### src/rtl/calc_op_seq.sv
// RPN operator sequencer: runs one opcode against the operand stack through
// registered single-cycle push/pop/replace requests, with a restoring divider.
module calc_op_seq #(
    parameter int SIZE_W = 10,
    parameter int DEPTH  = 1023
) (
    input  logic              clk,
    input  logic              reset,
    input  logic              cmd_valid,
    input  logic [2:0]        cmd_op,
    output logic              cmd_ready,
    output logic              done,
    output logic [1:0]        err,
    input  logic [31:0]       stk_top,
    input  logic [SIZE_W-1:0] stk_size,
    output logic              stk_push,
    output logic              stk_pop,
    output logic              stk_replace,
    output logic [31:0]       stk_in
);

    typedef enum logic [2:0] {
        S_IDLE, S_POPB, S_LOADA, S_EXEC, S_DIVIDE, S_WR, S_PUSHA, S_FIN
    } state_t;

    localparam logic [2:0] OP_ADD  = 3'd0;
    localparam logic [2:0] OP_SUB  = 3'd1;
    localparam logic [2:0] OP_MUL  = 3'd2;
    localparam logic [2:0] OP_DIV  = 3'd3;
    localparam logic [2:0] OP_MOD  = 3'd4;
    localparam logic [2:0] OP_POP  = 3'd5;
    localparam logic [2:0] OP_SWAP = 3'd6;
    localparam logic [2:0] OP_DUP  = 3'd7;

    localparam logic [1:0] ERR_OK    = 2'b00;
    localparam logic [1:0] ERR_UNDER = 2'b01;
    localparam logic [1:0] ERR_OVER  = 2'b10;
    localparam logic [1:0] ERR_DIV0  = 2'b11;

    state_t      state_q, state_d;
    logic [2:0]  op_q, op_d;
    logic [31:0] a_q, a_d, b_q, b_d;
    logic [31:0] quo_q, quo_d, rem_q, rem_d;
    logic [4:0]  cnt_q, cnt_d;
    logic        push_q, push_d, pop_q, pop_d, replace_q, replace_d;
    logic [31:0] stk_in_q, stk_in_d;
    logic        done_q, done_d;
    logic [1:0]  err_q, err_d;

    logic        need_two, need_one;
    logic [32:0] rem_shift, rem_sub;
    logic [31:0] quo_step, rem_step;

    // One restoring-division step: bit 32 of the trial difference flags a borrow.
    always_comb begin
        rem_shift = {rem_q, quo_q[31]};
        rem_sub   = rem_shift - {1'b0, b_q};
        if (!rem_sub[32]) begin
            rem_step = rem_sub[31:0];
            quo_step = {quo_q[30:0], 1'b1};
        end else begin
            rem_step = rem_shift[31:0];
            quo_step = {quo_q[30:0], 1'b0};
        end
    end

    assign need_two = (cmd_op <= OP_MOD) || (cmd_op == OP_SWAP);
    assign need_one = (cmd_op == OP_POP) || (cmd_op == OP_DUP);

    always_comb begin
        state_d   = state_q;
        op_d      = op_q;
        a_d       = a_q;
        b_d       = b_q;
        quo_d     = quo_q;
        rem_d     = rem_q;
        cnt_d     = cnt_q;
        push_d    = 1'b0;
        pop_d     = 1'b0;
        replace_d = 1'b0;
        stk_in_d  = stk_in_q;
        done_d    = 1'b0;
        err_d     = err_q;

        case (state_q)
            S_IDLE: begin
                if (cmd_valid) begin
                    // Rejections are decided before any stack request is issued.
                    if ((need_two && stk_size < SIZE_W'(2)) ||
                        (need_one && stk_size == '0)) begin
                        done_d = 1'b1;
                        err_d  = ERR_UNDER;
                    end else if (cmd_op == OP_DUP && stk_size == SIZE_W'(DEPTH)) begin
                        done_d = 1'b1;
                        err_d  = ERR_OVER;
                    end else if ((cmd_op == OP_DIV || cmd_op == OP_MOD) && stk_top == 32'd0) begin
                        done_d = 1'b1;
                        err_d  = ERR_DIV0;
                    end else begin
                        op_d = cmd_op;
                        case (cmd_op)
                            OP_POP: begin
                                pop_d   = 1'b1;
                                state_d = S_FIN;
                            end
                            OP_DUP: begin
                                stk_in_d = stk_top;
                                push_d   = 1'b1;
                                state_d  = S_FIN;
                            end
                            default: begin
                                b_d     = stk_top;
                                pop_d   = 1'b1;
                                state_d = S_POPB;
                            end
                        endcase
                    end
                end
            end
            S_POPB: state_d = S_LOADA;
            S_LOADA: begin
                a_d     = stk_top;
                state_d = S_EXEC;
            end
            S_EXEC: begin
                state_d   = S_WR;
                replace_d = 1'b1;
                case (op_q)
                    OP_ADD:  stk_in_d = a_q + b_q;
                    OP_SUB:  stk_in_d = a_q - b_q;
                    OP_MUL:  stk_in_d = a_q * b_q;
                    OP_SWAP: stk_in_d = b_q;
                    default: begin
                        replace_d = 1'b0;
                        rem_d     = 32'd0;
                        quo_d     = a_q;
                        cnt_d     = 5'd0;
                        state_d   = S_DIVIDE;
                    end
                endcase
            end
            S_DIVIDE: begin
                rem_d = rem_step;
                quo_d = quo_step;
                cnt_d = cnt_q + 5'd1;
                if (cnt_q == 5'd31) begin
                    stk_in_d  = (op_q == OP_DIV) ? quo_step : rem_step;
                    replace_d = 1'b1;
                    state_d   = S_WR;
                end
            end
            S_WR: begin
                if (op_q == OP_SWAP) begin
                    stk_in_d = a_q;
                    push_d   = 1'b1;
                    state_d  = S_PUSHA;
                end else begin
                    done_d  = 1'b1;
                    err_d   = ERR_OK;
                    state_d = S_IDLE;
                end
            end
            S_PUSHA, S_FIN: begin
                done_d  = 1'b1;
                err_d   = ERR_OK;
                state_d = S_IDLE;
            end
            default: state_d = S_IDLE;
        endcase
    end

    always_ff @(posedge clk or posedge reset) begin
        if (reset) begin
            state_q   <= S_IDLE;
            op_q      <= OP_ADD;
            a_q       <= '0;
            b_q       <= '0;
            quo_q     <= '0;
            rem_q     <= '0;
            cnt_q     <= '0;
            push_q    <= 1'b0;
            pop_q     <= 1'b0;
            replace_q <= 1'b0;
            stk_in_q  <= '0;
            done_q    <= 1'b0;
            err_q     <= ERR_OK;
        end else begin
            state_q   <= state_d;
            op_q      <= op_d;
            a_q       <= a_d;
            b_q       <= b_d;
            quo_q     <= quo_d;
            rem_q     <= rem_d;
            cnt_q     <= cnt_d;
            push_q    <= push_d;
            pop_q     <= pop_d;
            replace_q <= replace_d;
            stk_in_q  <= stk_in_d;
            done_q    <= done_d;
            err_q     <= err_d;
        end
    end

    assign cmd_ready   = (state_q == S_IDLE);
    assign done        = done_q;
    assign err         = err_q;
    assign stk_push    = push_q;
    assign stk_pop     = pop_q;
    assign stk_replace = replace_q;
    assign stk_in      = stk_in_q;

endmodule
### config.mk
export PLATFORM = sky130hd
export DESIGN_NAME = calc_op_seq
export DESIGN_NICKNAME = d
export VERILOG_FILES = /design/src/rtl/calc_op_seq.sv
export SDC_FILE = /design/constraint.sdc
export NUM_CORES = 2
export LEC_CHECK = 0
export CAP_MARGIN = 20
export CORE_ASPECT_RATIO = 0.8
export CORE_MARGIN = 5
export CORE_UTILIZATION = 50
export DETAILED_ROUTE_END_ITERATION = 8
export PLACE_DENSITY = 0.7
export SLEW_MARGIN = 5
export SYNTH_ARGS = -nofsm -noshare
export SYNTH_HDL_FRONTEND = slang
export SYNTH_SLANG_ARGS = --single-unit
### constraint.sdc
create_clock -name clk -period 7 [get_ports clk]
set_input_delay 1.05 -clock clk [delete_from_list [all_inputs] [get_ports clk]]
set_output_delay 1.05 -clock clk [all_outputs]
set_load 0.02 [all_outputs]
Word level (Yosys, flattened, before mapping)
Index checks and enable logic that the tools add are counted.

operators by class
  add/sub/neg operators = 4
  multiply operators = 1
  $lt $le $gt $ge = 2
  equality and inequality tests = 29
  mux-type cells = 55
  bitwise logic cells = 4
  reduce and logical (&&, ||, !) cells = 24

operator list
  cell                                                         number
  2-to-1 mux 32 bit                                            11
  case mux 32 bit (4 select lines)                             2
  case mux 32 bit (2 select lines)                             2
  subtractor 33 x 32 -> 33 bit                                 1
  adder 32 bit                                                 1
  logical NOT 32 bit                                           1
  multiplier 32 x 32 -> 32 bit                                 1
  subtractor 32 bit                                            1
  equality test 3 bit, second input constant                   9
  2-to-1 mux 1 bit                                             21
  2-to-1 mux 3 bit                                             7
  case mux 3 bit (7 select lines)                              1
  != test 2 bit, second input constant                         8
  equality test 3 x 2 -> 1 bit, second input constant          5
  equality test 10 bit, second input constant                  1
  logical NOT 10 bit                                           1
  less-than comparator 10 x 2 -> 1 bit, second input constant  1
  2-to-1 mux 2 bit                                             5
  case mux 5 bit (2 select lines)                              1
  AND reduction 5 bit                                          2
  AND reduction 9 bit                                          1
  equality test 3 x 1 -> 1 bit, second input constant          2
  logical NOT 3 bit                                            2
  case mux 2 bit (3 select lines)                              1
  other kinds (20)                                             31

word-level totals
  register bits after elaboration = 177
  input port bits = 48
  output and inout port bits = 39
  logic and storage cells = 132

Longest topological paths before layout
  depth after elaboration = 8
  mapped depth = 28
  depth with buffers taken out = 26

Least setup slack after synthesis
Ideal clock, no wire load.

  path type = register -> register
  from = register a_q[15]
  to = register stk_in_q[30] (netlist: stk_in[30])
  setup time = 126 ps
  data arrival time = 7072 ps
  required time = 6874 ps
  path slack = -198 ps
  cell stages (with the launch flop) = 24
  path buffers = 2
  clock period less this slack = 7198 ps
  cell sequence = dfrtp_1 clkbuf_1 clkbuf_1 and2_1 fa_1 fa_1 fa_1 inv_1 fa_1 inv_1 fa_1 fa_1 fa_1 fa_1 ha_1 a21o_1 a21o_1 a21o_1 nand2_1 o311ai_1 a311oi_1 o21bai_1 o31a_2 a221o_1

between the ends
  longest elaborated chain between the ends = 3
  elaborated cells on any way between the ends = 5
  those cells by class = 2 x add/sub; 1 x mul; 2 x mux

ends and longest elaborated chain
  item                                                  RTL line  source
  start: declaration                                    42        logic [31:0] a_q, a_d, b_q, b_d;
  start signal: assignment                              176       a_q <= '0;
  start signal: assignment                              190       a_q <= a_d;
  multiplier 32 x 32 -> 32 bit (tied with other cells)  131       OP_MUL: stk_in_d = a_q * b_q;
  case mux 32 bit (4 select lines) *                    128       case (op_q)
  case mux 32 bit (4 select lines) *                    85        case (state_q)
  end signal: assignment                                198       stk_in_q <= stk_in_d;
  end: declaration                                      46        logic [31:0] stk_in_q, stk_in_d;

Mark *: on every way between the ends. The rest lies on a longest branch, timed or not.
A chain may end at the register's enable or synchronous reset.

Final worst setup path
  from = register a_q[7]
  to = register stk_in_q[30] (netlist: stk_in[30])

The elaborated chain is that of the path after synthesis.

==> flow_metrics.env <==
export IMPL_yosysSeqAreaShare_pct=15.4
export IMPL_crit_path_end_kind="register"
export IMPL_met3_usage_pct=4.99
export IMPL_cp_arrival_ns=7.44
export IMPL_tritoncts="yes"
export IMPL_cpPeakStageDelay_ns=0.57
export IMPL_grt_setup_unrepaired="true"
export IMPL_slew_headroom_pct=28.7
export IMPL_netlist_area_sq_um=28800
export IMPL_hpwlAfterDp_um=75700
export IMPL_core_sq_um=56900
export IMPL_ios=87
export IMPL_cts_buffers=17
export IMPL_drt_iter0_markers=2660
export IMPL_setup_viol=2
export IMPL_grt_ovfl_total=0
export IMPL_dieArea_sq_um=62500
export IMPL_yosys_cell_types_count=88
export IMPL_cp_max_fo=7
export IMPL_cap_violations=0
export IMPL_synth_seq_cells=177
export IMPL_synth_most_common_cell="inv_1"
export IMPL_clk_latency_ns=0.48
export IMPL_grtUsageMet2_pct=47.4
export IMPL_post_route_drc_count=0
export IMPL_criticalPathCategory="register to register"
export IMPL_grt_antenna_before_repair=1
export IMPL_track_usage_pct=30.1
export IMPL_drv_slew=0
export IMPL_fin_tns_setup_ns=-0.0414
export IMPL_crit_required_ns=7.41
export IMPL_synth_edff_count=0
export IMPL_drive_gt1_share_pct=11.6
export IMPL_path_delay_family="adder cells"
export IMPL_firstDrtPassIters=8
export IMPL_clk_pin_slew_ns=0.09
export IMPL_synth_cells=3335
export IMPL_crit_path_top_delay_cell="fa_2"
export IMPL_portBuffers=86
export IMPL_grt_util_met1_pct=43.3
export IMPL_skew_ns=0.0226
export IMPL_cts_buffer_depth=2
export IMPL_reg2reg_slack_ns=-0.04
export IMPL_violations="setup timing"
export IMPL_cts_root_buf="clkbuf_16"
export IMPL_status="finished, violations left"
export IMPL_detail_route_antenna_nets=0
export IMPL_synth_top_area_share_pct=28.5
export IMPL_avgViaCountPerCell=5.87
export IMPL_finalCritPeriodShare_pct=101
export IMPL_period_needed_ns=7.04
export IMPL_grt_busiest_layer="met2"
export IMPL_cp_start_kind="register"
export IMPL_whs_ns=0.485
export IMPL_timing_fmax_ghz=0.142
export IMPL_holdBufCountCts=0
export IMPL_grt_pass1_vias=25012
export IMPL_clock_sinks=177
export IMPL_rows=78
export IMPL_worst_pin_slew_ns=1.06
export IMPL_htree_levels=4
export IMPL_min_path_type="register to register"
export IMPL_die_h_um=225
export IMPL_cp_num_buf_inv=8
export IMPL_hold_viol_final=0
export IMPL_yosysWarnings=0
export IMPL_routed_via_count=24862
export IMPL_start_util_pct=50.6
export IMPL_synth_common_cells="inv_1, nand2_1, fa_1"
export IMPL_syn2layout_area_growth_pct=13.2
export IMPL_ys_flop_type="dfrtp_1"
export IMPL_grt_max_degree=131
export IMPL_crit_chain="buf_4, buf_12, buf_4, and2_1, fa_1, inv_1, fa_1, inv_1, fa_1, fa_1, inv_2, fa_1, fa_1, fa_1, fa_2, inv_1, ha_1, buf_4, a211oi_1, a211oi_1, a2111oi_0, a221o_1"
export IMPL_drt_total_wl_um=94700
export IMPL_crit_top_cell="fa_1"
export IMPL_final_setup_worst_slack_ns=-0.0373
export IMPL_routabilityCongestion=0.995
export IMPL_netlist_top_cells_area="fa_1, dfrtp_1, ha_1"
export IMPL_nets=4109
export IMPL_syn_num_nets=3983
export IMPL_netlist_top_cell_by_area="fa_1"
export IMPL_fp_dieW_um=278
export IMPL_synthArstFlopShare_pct=100
export IMPL_grt_pass1_wl_um=148000
export IMPL_wl_per_cell_um=22.4
export IMPL_avgSynthCellArea_sq_um=8.63
==> layer usage <==
layer / share of wire, % / vias up
met5: 0 / -
li1: - / 11096
met3: 8.6 / 211
met1: 43 / 12404
met4: 3.6 / 0
met2: 45 / 1151
==> repair_timing <==
item | 4_1_cts | 5_1_grt
gates resized for setup | 55 | 54
pin swaps | 36 | 45
buffers inserted | 10 | 4
setup endpoints to repair | 7 | 17
==> flip-flops by register name, summed over array words and instances, names as in the netlist, 2 cells and up <==
signal / count
a_q: 32
b_q: 32
cnt_q: 5
err: 2
op_q: 3
quo_q: 32
rem_q: 32
state_q: 3
stk_in: 32
==> path summary, 6_finish.rpt <==
path | startpoint | end | cells after the start
min in group asynchronous | reset | rem_q[23] | 2
max in group asynchronous | reset | b_q[3] | 3
max | a_q[7] | stk_in[30] | 22
max reg2reg | a_q[7] | stk_in[30] | 22
min reg2reg | stk_in[3] | stk_in[3] | 2
min | stk_in[3] | stk_in[3] | 2
==> metrics by stage <==
stage	cells	setup WS [ns]	util, %	instance area (sq um)
finish	4235	-0.0373	57.3	32600
global route	4234	-0.221	57.3	32600
floorplan	3335	0.000730	-	28900
CTS	4230	-0.0119	56.9	32400
detailed placement	4188	-0.145	55.3	31500
global placement	4188	-0.0430	55.3	31500
==> area by class of cell <==
| cell class | count | area, sq um |
|---|---|---|
| diodes | 1 | 2.50 |
| fillers | 5080 | 24300 |
| clock inverters | 15 | 201 |
| well taps | 760 | 951 |
| inverters | 443 | 1670 |
| multi-input cells | 2517 | 22200 |
| flip-flops and latches | 177 | 4450 |
| repair buffers | 305 | 2660 |
| clock buffers | 17 | 425 |
==> logic make-up (layout without fill, tap and decap cells) <==
logic type / Yosys count / count (layout) / synth area share (%)
buf+inv: 641 / 780 / 8.67
compound gates: 622 / 622 / 13.9
flops: 177 / 177 / 15.4
other cells: 0 / 1 / 0
fa+ha+maj: 600 / 600 / 36.8
xor+xnor: 157 / 157 / 4.78
mux: 64 / 64 / 2.37
simple gates: 1074 / 1074 / 18.1
==> tightest hold or removal path: cells and delay by family, from the launching register on <==
family | cells | cell delay, ns
DFF | 1 | 0.35
AOI/OAI and AO/OA | 1 | 0.06
and+or+nand+nor | 1 | 0.04
==> cells in the final DEF, fill, tap and decap left out, drive strengths merged, types with 10 or more instances in the layout <==
cell type | netlist | routed
xnor2 | 125 | 125
clkdlybuf4s50 | 0 | 86
nor4 | 18 | 18
fa | 410 | 410
nor2b | 12 | 12
buf | 16 | 217
nand2b | 13 | 13
o21bai | 10 | 10
nand4 | 12 | 12
xor2 | 32 | 32
o21a | 11 | 11
a211oi | 24 | 24
and2 | 292 | 292
nand3 | 63 | 63
nor2 | 147 | 147
nor3 | 21 | 21
or3 | 23 | 23
mux2 | 34 | 34
clkbuf | 182 | 19
inv | 442 | 449
o211ai | 30 | 30
a21oi | 138 | 138
dfrtp | 177 | 177
o21ai | 194 | 194
a31oi | 53 | 53
mux2i | 30 | 30
ha | 190 | 190
nand2 | 431 | 431
and3 | 23 | 23
a21o | 39 | 39
a221oi | 23 | 23
Power is left out: the tool's default activity adds up to more than one toggle a clock period on the data nets, which glitch-free logic cannot reach.
